<file path="src/rtl/toeplitz_stream.sv">
// toeplitz_stream
// ---------------
// Streaming Toeplitz randomness extractor. Each block of N raw bits x is
// compressed into L output bits y = T*x over GF(2), where
// T[i][j] = s[i + N-1 - j]. Column j of T is therefore the L-bit window
// s[N-1-j +: L]. The seed s is loaded at run time.
//
// Stream bit j of a block is in_data[b] of word k, with j = k*W + b.
// Bit 0 of in_data is the earliest bit.
//
// Ports:
//   clk        rising-edge clock
//   reset      synchronous, active-high reset
//   seed       Toeplitz seed s[N+L-2:0], captured when seed_load=1
//   seed_load  load a new seed and discard any partial block
//   in_data    W raw bits, bit 0 earliest
//   in_valid   in_data valid
//   in_ready   a word can be accepted this cycle
//   out_data   last completed block y
//   out_valid  out_data holds an unread block
//   out_ready  consumer takes out_data
//   seeded     a seed has been loaded since reset
module toeplitz_stream #(
    parameter int N = 256,
    parameter int L = 128,
    parameter int W = 8
) (
    input  logic             clk,
    input  logic             reset,
    input  logic [N+L-2:0]   seed,
    input  logic             seed_load,
    input  logic [W-1:0]     in_data,
    input  logic             in_valid,
    output logic             in_ready,
    output logic [L-1:0]     out_data,
    output logic             out_valid,
    input  logic             out_ready,
    output logic             seeded
);

    localparam int SW    = N + L - 1;
    localparam int WORDS = N / W;
    localparam int CW    = (WORDS > 1) ? $clog2(WORDS) : 1;
    localparam logic [CW-1:0] LAST_CNT = CW'(WORDS - 1);

    logic [SW-1:0] seed_reg;
    logic [SW-1:0] win_reg;
    logic [L-1:0]  acc_reg;
    logic [CW-1:0] cnt;

    logic          last_word;
    logic          accept;
    logic [L-1:0]  y_next;

    // win_reg holds the seed shifted left by k*W for the current word k, so
    // the column for bit b of this word is always the fixed window
    // win_reg[N-1-b +: L]. That keeps the per-bit selection to wiring and
    // limits the XOR depth to W columns per cycle.
    always_comb begin
        last_word = (cnt == LAST_CNT);
        in_ready  = seeded & ~seed_load & ~(last_word & out_valid);
        accept    = in_valid & in_ready;
        y_next    = acc_reg;
        for (int b = 0; b < W; b++) begin
            if (in_data[b]) begin
                y_next = y_next ^ win_reg[N-1-b +: L];
            end
        end
    end

    // A seed load takes priority over an accept. in_ready is low in that
    // cycle anyway, so no word is ever mixed across seeds. The output
    // register is handled separately so a finished block survives a reload.
    always_ff @(posedge clk) begin
        if (reset) begin
            seed_reg  <= '0;
            win_reg   <= '0;
            acc_reg   <= '0;
            cnt       <= '0;
            out_data  <= '0;
            out_valid <= 1'b0;
            seeded    <= 1'b0;
        end else begin
            if (out_valid && out_ready) begin
                out_valid <= 1'b0;
            end
            if (seed_load) begin
                seed_reg <= seed;
                win_reg  <= seed;
                seeded   <= 1'b1;
                acc_reg  <= '0;
                cnt      <= '0;
            end else if (accept) begin
                if (last_word) begin
                    out_data  <= y_next;
                    out_valid <= 1'b1;
                    acc_reg   <= '0;
                    cnt       <= '0;
                    win_reg   <= seed_reg;
                end else begin
                    acc_reg <= y_next;
                    cnt     <= cnt + 1'b1;
                    win_reg <= win_reg << W;
                end
            end
        end
    end

endmodule

</file>
<file path="config.mk">
export PLATFORM = sky130hd
export DESIGN_NAME = toeplitz_stream
export DESIGN_NICKNAME = d
export VERILOG_FILES = /design/src/rtl/toeplitz_stream.sv
export SDC_FILE = /design/constraint.sdc
export NUM_CORES = 2
export LEC_CHECK = 0
export CORE_MARGIN = 2
export CORE_UTILIZATION = 35
export CTS_BUF_LIST = sky130_fd_sc_hd__clkbuf_8
export DETAILED_ROUTE_END_ITERATION = 10
export HOLD_SLACK_MARGIN = 0.02
export PLACE_DENSITY = 0.64
export REMOVE_ABC_BUFFERS = 1
export SYNTH_ARGS = -nofsm -noshare
export SYNTH_HDL_FRONTEND = slang
export SYNTH_SLANG_ARGS = --single-unit
</file>
<file path="constraint.sdc">
create_clock -name clk -period 6.35 [get_ports clk]
set_input_delay 1.27 -clock clk [delete_from_list [all_inputs] [get_ports clk]]
set_output_delay 1.27 -clock clk [all_outputs]
set_load 0.02 [all_outputs]
</file>
==> impl_metrics.py <==
metrics = {
    "run": {
        "cap_violations": 0,
    },
    "route": {
        "wire_per_inst_um": 18.4,
        "first_pass_iters": 8,
        "drt-initial-drc-count": 3531,
        "routed_wl_um": 164000,
        "vias_per_cell": 5.16,
        "ant_nets": 0,
        "post-route-drc-count": 0,
        "vias": 45983,
    },
    "timing": {
        "timing.hold.ws_ns": 0.467,
        "final.period_utilization_pct": 73.9,
        "rsz0062_at_grt": "false",
        "tightestPinTransition_ns": 1.14,
        "setup_viol": 0,
        "slew_violations": 0,
        "finalHoldViolCount": 0,
        "tns_ns": 0,
        "fin_crit_ns": 4.69,
        "max_freq_ghz": 0.213,
        "skew_ns": 0.0675,
        "relSlewSlack_pct": 24.3,
    },
    "power": {
        "powerDensity_nw_per_um2": 247,
        "total_power_mw": 16.1,
        "vdd_drop_max_v": 0.000192,
        "leakage_nw": 23.2,
    },
    "yosys": {
        "syn_inst": 6559,
        "yosysWarnings": 0,
        "synthDominantCellAreaShare_pct": 37.1,
        "seq_area_frac_synth_pct": 37.1,
        "syn_avg_cell_area_um2": 8.46,
        "async_flop_share_pct": 0,
        "synth_enable_flop_cells": 0,
        "synth_area_leaders": "dfxtp_1, xnor2_1, nand2_1",
        "yosysTopAreaCell": "dfxtp_1",
        "synth_common_cells": "nand2_1, dfxtp_1, a21oi_1, xnor2_1, nand2b_1",
        "ys_types": 33,
        "syn_area_um2": 55500,
        "yosys_most_used_dff": "dfxtp_1",
        "synth.most_common_cell": "nand2_1",
        "ys_ff_latch": 1029,
    },
    "placed_design": {
        "place_inst": 8579,
        "place.gp.congestion": 0.812,
        "dp_hpwl_um": 104000,
        "port_buffers": 526,
    },
    "critical_path": {
        "worst-r2r-setup-slack_ns": 2.32,
        "path_max_fanout": 44,
        "critPathLaunchType": "flop",
        "critPathKind": "flop to output pin",
        "crit_path_end_kind": "output pin",
        "arrival_ns": 3.42,
        "required_ns": 5.08,
    },
    "clock_tree": {
        "post_cts_buffers": 0,
        "postCtsHoldBufs": 0,
        "clockRootBuffer": "clkbuf_8",
        "path_clk_slew_ns": 0.06,
        "clockBufferDepth": 3,
        "clock_sinks": 1029,
        "cts_buffers": 181,
        "clk_latency_ns": 0.94,
        "htreeDepth": 4,
        "cts_resized": 0,
        "tritoncts": "built",
    },
    "finish": {
        "area_delta_synth_final_pct": 17.2,
        "fin_nets": 7088,
        "fill_cells": 15609,
        "seqCellArea_um2": 20600,
        "multi_input_area_um2": 32200,
        "layout.cells.non_filler": 8910,
        "drive_gt1_share_pct": 4.90,
    },
    "grt": {
        "grt_usage_pct": 19.7,
        "grt-ovfl-total": 0,
        "grt_max_degree": 213,
        "grt_pass1_vias": 44535,
        "antenna_found_initial": 15,
        "grt_pass1_wl_um": 255000,
    },
    "die": {
        "die_w_um": 402,
        "dieHeight_um": 402,
        "start_util_pct": 35.1,
        "rows": 146,
        "dieArea_um2": 162000,
        "core_um2": 158000,
        "io-pin-count": 527,
    },
    "run_status": {
        "status": "completed",
    },
    "worst_hold_path": {
        "hold_path.class": "flop to flop",
    },
}
path summary, 6_finish.rpt:
check                                  from  cells after the start                         to
setup / recovery        cnt[0]$_SDFFE_PP0P_                      6                   in_ready
hold / removal    out_data[68]$_SDFFE_PP0P_                      2  out_data[68]$_SDFFE_PP0P_
setup reg to reg        cnt[0]$_SDFFE_PP0P_                      8  win_reg[145]$_SDFFE_PP0P_
hold reg to reg   out_data[68]$_SDFFE_PP0P_                      2  out_data[68]$_SDFFE_PP0P_
placed cells by master, fill, tap and decap left out, types with 66 or more instances in the layout:
cell type        count
xor2_1             129
nand2b_1           384
a22o_1             254
xnor3_1            128
nand2_1           1422
clkdlybuf4s50_1    516
xnor2_1            639
a21oi_1            772
mux2i_1            375
dfxtp_1           1029
a211o_1            375
clkbuf_8           215
inv_1               66
nor2_1             379
critical path, stage by stage (launching register included):
cell and delay, ns:
dfxtp_1 0.39, ha_1 0.19, and3_1 0.21, ha_4 0.73, nand2_1 0.20, and3b_1 0.26, clkdlybuf4s50_1 0.54
metrics by stage:
step | setup slack [ns] | area, um^2 | util (%)
6_report | 1.66 | 65100 | 41.2
5_1_grt | 1.36 | 65100 | 41.2
4_1_cts | 1.47 | 65100 | 41.2
3_5_place_dp | 2.05 | 61300 | 38.8
3_3_place_gp | 2.10 | 61300 | 38.8
2_1_floorplan | -32.69 | 52800 | -
power breakdown:
group / internal, mW / switching [mW] / total, mW
clock network: 3.45 / 3.01 / 6.46
registers: 6.76 / 0.328 / 7.09
logic: 1.24 / 1.30 / 2.54
total: 11.4 / 4.64 / 16.1
metal layers:
| metal | up-vias | part of all wire, % | global-route usage, % |
|---|---|---|---|
| li1 | 22178 | - | - |
| met1 | 22140 | 45 | 26.3 |
| met2 | 1409 | 45 | 31.5 |
| met3 | 242 | 7.6 | 4.60 |
| met4 | 14 | 2.1 | 5.58 |
| met5 | - | 0.053 | 0 |
cells by family (layout without fill, tap and decap cells):
| kind of cell | Yosys count | count (layout) | share of synthesized area, % |
|---|---|---|---|
| adder cells (fa/ha/maj) | 2 | 2 | 0.0451 |
| AND/OR/NAND/NOR | 2206 | 2206 | 16.7 |
| flip-flops | 1029 | 1029 | 37.1 |
| other | 0 | 6 | 0 |
| buffers and inverters | 636 | 909 | 4.96 |
| multiplexers | 375 | 375 | 6.76 |
| AO/OA/AOI/OAI | 1415 | 1415 | 17.1 |
| XOR/XNOR | 896 | 896 | 17.3 |
layout make-up:
| cell class | count | area share, % |
|---|---|---|
| clock inverters | 110 | 1.27 |
| repair buffers | 584 | 9.03 |
| flip-flops and latches | 1029 | 31.7 |
| clock buffers | 215 | 4.55 |
| diodes | 6 | 0.0231 |
| multi-input cells | 4894 | 49.5 |
| well taps | 2072 | 3.98 |
No activity file was read; power rests on OpenSTA's default activity.
